$ cat config.mk
export PLATFORM = sky130hd
export DESIGN_NAME = mem_arbiter_rr
export DESIGN_NICKNAME = d
export VERILOG_FILES = /design/src/rtl/arb_pkg.sv /design/src/rtl/rr_pick.sv /design/src/rtl/mem_arbiter_rr.sv
export SDC_FILE = /design/constraint.sdc
export NUM_CORES = 1
export LEC_CHECK = 0
export CAP_MARGIN = 20
export CORE_AREA = 2 2 135 137
export CTS_CLUSTER_DIAMETER = 60
export DETAILED_ROUTE_END_ITERATION = 6
export DIE_AREA = 0 0 137 139
export HOLD_SLACK_MARGIN = 0.06
export PLACE_DENSITY = 0.61
export SLEW_MARGIN = 10
export SYNTH_ARGS = -nofsm -noshare
export SYNTH_HDL_FRONTEND = slang
export SYNTH_SLANG_ARGS = --single-unit
export TNS_END_PERCENT = 1
$ cat constraint.sdc
create_clock -name clk -period 3.2 [get_ports clk]
set_clock_uncertainty 0.15 [all_clocks]
set_input_delay 0.48 -clock clk [delete_from_list [all_inputs] [get_ports clk]]
set_output_delay 0.48 -clock clk [all_outputs]
set_load 0.005 [all_outputs]
$ cat src/rtl/arb_pkg.sv
// Shared constants and helpers for the round-robin memory-port arbiter.
// Provides the read opcode, default parameter values and the packed-slice helper.
package arb_pkg;

    localparam int unsigned OP_READ = 0;

    localparam int unsigned DEF_NUM_CLIENTS   = 4;
    localparam int unsigned DEF_ADDR_W        = 17;
    localparam int unsigned DEF_DATA_W        = 32;
    localparam int unsigned DEF_WBEN_W        = 4;
    localparam int unsigned DEF_RD_LAT        = 1;
    localparam int unsigned DEF_FETCH_MAX_GAP = 2;

    // Low bit of client idx's field inside a packed per-client vector.
    function automatic int unsigned slice_lo(input int unsigned idx, input int unsigned width);
        return idx * width;
    endfunction

endpackage

$ cat src/rtl/rr_pick.sv
// Combinational rotating-priority one-hot picker.
// Ports: req (request vector), ptr (search start), grant (one-hot winner, zero
// if no request), next_ptr (winner+1 wrapped, or ptr when nothing won).
module rr_pick
    import arb_pkg::*;
#(
    parameter  int unsigned NUM_CLIENTS = DEF_NUM_CLIENTS,
    localparam int unsigned PTR_W       = $clog2(NUM_CLIENTS)
) (
    input  logic [NUM_CLIENTS-1:0] req,
    input  logic [PTR_W-1:0]       ptr,
    output logic [NUM_CLIENTS-1:0] grant,
    output logic [PTR_W-1:0]       next_ptr
);

    localparam logic [PTR_W-1:0] LAST = PTR_W'(NUM_CLIENTS - 1);

    // Walk from ptr with explicit wrap so non-power-of-two client counts work.
    always_comb begin
        logic [PTR_W-1:0] idx;
        logic             found;
        grant    = '0;
        next_ptr = ptr;
        idx      = ptr;
        found    = 1'b0;
        for (int k = 0; k < NUM_CLIENTS; k++) begin
            if (!found && req[idx]) begin
                found      = 1'b1;
                grant[idx] = 1'b1;
                next_ptr   = (idx == LAST) ? '0 : idx + PTR_W'(1);
            end
            idx = (idx == LAST) ? '0 : idx + PTR_W'(1);
        end
    end

endmodule

$ cat src/rtl/mem_arbiter_rr.sv
// Round-robin arbiter between NUM_CLIENTS memory clients and one single-port BRAM.
// Client 0 is the pixel fetcher; optional starvation guard via ARB_FETCH_GUARD_EN.
// Ports: clk, rst_ (async active-low); req_rts/req_rtr handshake per client;
// req_addr/req_wrdata/req_op packed per client; wben/mem_addr/mem_data_out to
// the BRAM; mem_data_in from the BRAM; bcast_data/bcast_xfc read-return broadcast.
module mem_arbiter_rr
    import arb_pkg::*;
#(
    parameter int unsigned NUM_CLIENTS   = DEF_NUM_CLIENTS,
    parameter int unsigned ADDR_W        = DEF_ADDR_W,
    parameter int unsigned DATA_W        = DEF_DATA_W,
    parameter int unsigned WBEN_W        = DEF_WBEN_W,
    parameter int unsigned RD_LAT        = DEF_RD_LAT,
    parameter int unsigned FETCH_MAX_GAP = DEF_FETCH_MAX_GAP
) (
    input  logic                          clk,
    input  logic                          rst_,
    input  logic [NUM_CLIENTS-1:0]        req_rts,
    output logic [NUM_CLIENTS-1:0]        req_rtr,
    input  logic [NUM_CLIENTS*ADDR_W-1:0] req_addr,
    input  logic [NUM_CLIENTS*DATA_W-1:0] req_wrdata,
    input  logic [NUM_CLIENTS*WBEN_W-1:0] req_op,
    output logic [WBEN_W-1:0]             wben,
    output logic [ADDR_W-1:0]             mem_addr,
    output logic [DATA_W-1:0]             mem_data_out,
    input  logic [DATA_W-1:0]             mem_data_in,
    output logic [DATA_W-1:0]             bcast_data,
    output logic [NUM_CLIENTS-1:0]        bcast_xfc
);

    localparam int unsigned PTR_W = $clog2(NUM_CLIENTS);

    if (NUM_CLIENTS < 2 || RD_LAT < 1 || FETCH_MAX_GAP < 1) begin : g_bad_param
        $error("mem_arbiter_rr: NUM_CLIENTS>=2, RD_LAT>=1, FETCH_MAX_GAP>=1 required");
    end

    logic [NUM_CLIENTS-1:0]             rtr_q, rtr_d;
    logic [PTR_W-1:0]                   ptr_q, ptr_d;
    logic [NUM_CLIENTS-1:0]             pick_grant;
    logic [PTR_W-1:0]                   pick_ptr;
    logic [NUM_CLIENTS-1:0]             xfc;
    logic [WBEN_W-1:0]                  wben_q, wben_d;
    logic [ADDR_W-1:0]                  addr_q, addr_d;
    logic [DATA_W-1:0]                  wdata_q, wdata_d;
    logic [RD_LAT:0][NUM_CLIENTS-1:0]   tag_q, tag_d;
    logic [NUM_CLIENTS-1:0]             tag_push;
    logic [WBEN_W-1:0]                  sel_op;
    logic [ADDR_W-1:0]                  sel_addr;
    logic [DATA_W-1:0]                  sel_wdata;

    rr_pick #(.NUM_CLIENTS(NUM_CLIENTS)) u_pick (
        .req      (req_rts),
        .ptr      (ptr_q),
        .grant    (pick_grant),
        .next_ptr (pick_ptr)
    );

    assign xfc = rtr_q & req_rts;

`ifdef ARB_FETCH_GUARD_EN
    localparam int unsigned GAP_W = $clog2(FETCH_MAX_GAP + 1);
    logic [GAP_W-1:0] gap_q, gap_d;
`endif

    // Arbitration: round-robin pick, optionally overridden to protect client 0.
    always_comb begin
        rtr_d = pick_grant;
        ptr_d = pick_ptr;
`ifdef ARB_FETCH_GUARD_EN
        gap_d = gap_q;
        if (req_rts[0] && gap_q == GAP_W'(FETCH_MAX_GAP - 1)) begin
            rtr_d = NUM_CLIENTS'(1);
            ptr_d = ptr_q;
        end
        if (!req_rts[0] || rtr_d[0]) begin
            gap_d = '0;
        end else if (gap_q != GAP_W'(FETCH_MAX_GAP)) begin
            gap_d = gap_q + GAP_W'(1);
        end
`endif
    end

    // Select the transferring client's request fields (xfc is at most one-hot).
    always_comb begin
        sel_op    = '0;
        sel_addr  = '0;
        sel_wdata = '0;
        for (int i = 0; i < NUM_CLIENTS; i++) begin
            if (xfc[i]) begin
                sel_op    = req_op[slice_lo(i, WBEN_W) +: WBEN_W];
                sel_addr  = req_addr[slice_lo(i, ADDR_W) +: ADDR_W];
                sel_wdata = req_wrdata[slice_lo(i, DATA_W) +: DATA_W];
            end
        end
    end

    // BRAM port: wben pulses for one cycle per write; address/data hold otherwise.
    always_comb begin
        wben_d   = '0;
        addr_d   = addr_q;
        wdata_d  = wdata_q;
        tag_push = '0;
        if (|xfc) begin
            wben_d  = sel_op;
            addr_d  = sel_addr;
            wdata_d = sel_wdata;
            if (sel_op == WBEN_W'(OP_READ)) begin
                tag_push = xfc;
            end
        end
        tag_d = {tag_q[RD_LAT-1:0], tag_push};
    end

    always_ff @(posedge clk or negedge rst_) begin
        if (!rst_) begin
            rtr_q   <= '0;
            ptr_q   <= '0;
            wben_q  <= '0;
            addr_q  <= '0;
            wdata_q <= '0;
            tag_q   <= '0;
        end else begin
            rtr_q   <= rtr_d;
            ptr_q   <= ptr_d;
            wben_q  <= wben_d;
            addr_q  <= addr_d;
            wdata_q <= wdata_d;
            tag_q   <= tag_d;
        end
    end

`ifdef ARB_FETCH_GUARD_EN
    always_ff @(posedge clk or negedge rst_) begin
        if (!rst_) begin
            gap_q <= '0;
        end else begin
            gap_q <= gap_d;
        end
    end
`endif

    assign req_rtr      = rtr_q;
    assign wben         = wben_q;
    assign mem_addr     = addr_q;
    assign mem_data_out = wdata_q;
    assign bcast_xfc    = tag_q[RD_LAT];
    assign bcast_data   = mem_data_in;

endmodule

==> impl_metrics.json <==
{
  "p_seq_share_pct": 27.2,
  "p_int_uw": 3540,
  "first_pass_iters": 5,
  "end_kind": "flip-flop",
  "yosys_warnings": 0,
  "report.final.hold_viol_count": 0,
  "synth_cell_types": 42,
  "stdcell_area_um2": 7280,
  "crit_chain": "ha_1, mux2_2, o32a_1, o21a_1, a2111oi_0, a211oi_1",
  "cp.arrival_ns": 2.99,
  "cts_setup_buffers": 0,
  "grt_pass1_wl_um": 25800,
  "drt_iter0_drc": 223,
  "start_kind": "flip-flop",
  "postRouteAntennaNets": 0,
  "fin_crit_ns": 2.95,
  "cp_num_buf_inv": 0,
  "syn_nets": 706,
  "rr_worst_depth": 6,
  "maxSlewViolCount": 0,
  "holdWs_ns": 0.125,
  "max_cap_violations": 0,
  "max_stage_delay_ns": 0.67,
  "path_clk_slew_ns": 0.06,
  "p_clk_share_pct": 19.8,
  "grt_pass1_vias": 4708,
  "placed_cell_area_um2": 6950,
  "clockRootBuffer": "clkbuf_16",
  "cp_max_fo": 18,
  "ys_ff_latch": 67,
  "seq_area_frac_synth_pct": 39.6,
  "cts-buffers-inserted": 9,
  "crit_cells": 6,
  "area_growth_pct": 71.9,
  "path_delay_family": "compound AO/OA/AOI/OAI gates",
  "grt_setup_unrepaired": "false",
  "syn_inst": 449,
  "gp_congestion": 0.861,
  "clockBufferDepth": 2,
  "p_per_area_nw_per_um2": 755,
  "start_util_pct": 24.0,
  "synth_top_area_share_pct": 39.6,
  "worstSetupPathType": "flip-flop to flip-flop",
  "antenna_found_initial": 0,
  "grt.overflow.total": 0,
  "cts_num_sinks": 67,
  "tightest_slew_ns": 0.910,
  "fillCellCount": 1707,
  "synth-async-reset-ratio_pct": 100,
  "critPathSlowestCell": "dfrtp_1",
  "post_cts_resized": 0,
  "wl_um": 17600,
  "fmax_mhz": 339,
  "core_area_um2": 17700,
  "reg2reg_from": "ptr_q[0]$_DFFE_PN0P_",
  "setup_tns_ns": 0,
  "dieArea_um2": 19000,
  "diodes": 0,
  "hpwl_um": 13100,
  "grt_max_degree": 68,
  "io_pins": 343,
  "p_sw_uw": 1960,
  "hold_path.class": "primary input to asynchronous set/reset pin",
  "drive_above_1_share_pct": 6.36,
  "io_buffer_count": 278,
  "synthFlopType": "dfrtp_1",
  "total_power_uw": 5490,
  "die_width_um": 137,
  "status": "completed",
  "syn_area_um2": 4230,
  "nNetsFinal": 928,
  "hold_buffers": 0,
  "relSlewSlack_pct": 39.4,
  "synth_edf_count": 0,
  "combPwrFrac_pct": 53.0,
  "cts_tree": "yes",
  "track_usage_pct": 17.6,
  "reg2reg_to": "ptr_q[1]$_DFFE_PN0P_",
  "worst_ir_drop_vdd_mv": 0.340,
  "avgRoutedWirePerCell_um": 19.5,
  "row_count": 49,
  "avgSynthCellArea_um2": 9.43,
  "leakage_uw": 0.00283,
  "crit_start": "ptr_q[0]$_DFFE_PN0P_",
  "switching_share_pct": 35.6,
  "crit_end": "ptr_q[1]$_DFFE_PN0P_",
  "finalSetupViolCount": 0,
  "drc": 0,
  "yosys.area.top_type": "dfrtp_1",
  "yosys-top-cells-area": "dfrtp_1 40%, o21ai_0 13%, a221o_1 13%",
  "clk_latency_ns": 0.34,
  "crit_required_ns": 3.24,
  "die_h_um": 139,
  "r2r_setup_slack_ns": 0.25,
  "finalCritPeriodShare_pct": 92.2,
  "routed_via_density": 5.14,
  "vias": 4648,
  "cts_max_level": 3
}
==> synth_stat cells (2+ instances only) <==
cell type,instances
dfrtp_1,67
nand2_1,15
and2_1,8
a22oi_1,49
buf_2,11
nor3_1,2
ha_1,7
a21oi_1,2
nor4b_1,3
a2111oi_0,2
o21ai_1,4
buf_6,4
a221o_1,53
a211oi_1,2
mux2_2,3
nand2b_1,6
a311oi_1,4
nor2_1,4
clkbuf_1,32
o21ai_0,108
nor4_1,3
or3_1,2
mux2i_1,2
inv_1,4
buf_4,32
and3_1,4
==> how the worst min path moves through the flow <==
stage                  startpoint                           end  slack, ns  cells after the start
2_1_floorplan                rst_        bcast_xfc[0]$_DFF_PN0_       0.03                      0
3_3_place_gp   tag_d[7]$_DFF_PN0_        bcast_xfc[3]$_DFF_PN0_       0.19                      0
3_5_place_dp   tag_d[5]$_DFF_PN0_        bcast_xfc[1]$_DFF_PN0_       0.19                      0
4_1_cts                      rst_   mem_data_out[6]$_DFFE_PN0P_       0.17                      1
5_1_grt                      rst_  mem_data_out[17]$_DFFE_PN0P_       0.21                      1
6_report                     rst_  mem_data_out[15]$_DFFE_PN0P_       0.13                      1
==> final cells by class <==
cell class	count	area (µm²)	share of cell area, %
repair buffers	291	2880	39.5
inverters	4	15.0	0.206
flip-flops and latches	67	1680	23.0
well taps	229	287	3.94
multi-input cells	298	2090	28.8
clock buffers	10	239	3.28
clock inverters	6	88.8	1.22
==> power by group through the flow <==
stage | Clock (µW) | Combinational [µW] | Sequential, µW
2_1_floorplan | 0 | 1480 | 1490
3_3_place_gp | 0 | 2870 | 1490
3_5_place_dp | 0 | 2930 | 1500
4_1_cts | 1130 | 2940 | 1490
5_1_grt | 1170 | 3210 | 1540
6_report | 1090 | 2910 | 1490
==> metal layers <==
layer	wire length, µm	GRT usage (%)	up-vias
li1	-	-	2171
met1	6650	19.3	2208
met2	8710	31.0	209
met3	1710	4.93	60
met4	569	7.92	0
met5	0	0	-
==> logic make-up (layout without fill, tap and decap cells) <==
kind of cell,count (synthesis),in the layout,synth area share [%]
AOI/OAI and AO/OA,234,234,38.4
buffers and inverters,84,311,11.3
DFF,67,67,39.6
and+or+nand+nor,51,51,6.77
adders and majority gates,7,7,2.07
muxes,6,6,1.80
==> flip-flops by register name, summed over array words and instances, names as in the netlist <==
signal,flops
wben,4
mem_addr,17
bcast_xfc,4
ptr_q,2
mem_data_out,32
tag_d,4
req_rtr,4
==> stage by stage <==
stage                     std cells  util (%)  worst slack (ns)
after floorplan                 449         -             0.907
after global placement          889      39.4             0.426
after detailed placement        889      39.4             0.317
after CTS                       905      41.2             0.295
after global routing            905      41.2            0.0333
final                           905      41.2             0.248
==> cell usage in the layout, fill, tap and decap left out, types with 2 or more instances in the layout <==
| master | synthesis | routed |
|---|---|---|
| clkdlybuf4s50_1 | 0 | 277 |
| o21ai_0 | 108 | 108 |
| dfrtp_1 | 67 | 67 |
| a221o_1 | 53 | 53 |
| a22oi_1 | 49 | 49 |
| nand2_1 | 15 | 14 |
| buf_4 | 32 | 14 |
| clkbuf_16 | 0 | 9 |
| ha_1 | 7 | 7 |
| nand2b_1 | 6 | 6 |
| inv_1 | 4 | 4 |
| nor2_1 | 4 | 4 |
| and2_1 | 8 | 4 |
| and3_1 | 4 | 4 |
| a311oi_1 | 4 | 4 |
| o21ai_1 | 4 | 4 |
| mux2_2 | 3 | 3 |
| nor4b_1 | 3 | 3 |
| and2_2 | 0 | 3 |
| nor4_1 | 3 | 3 |
| mux2i_1 | 2 | 2 |
| or3_1 | 2 | 2 |
| nor3_1 | 2 | 2 |
| a211oi_1 | 2 | 2 |
| a2111oi_0 | 2 | 2 |
| a21oi_1 | 2 | 2 |
| bufinv_16 | 0 | 2 |
| clkinvlp_4 | 0 | 2 |
(Power assumes the default switching activity.)
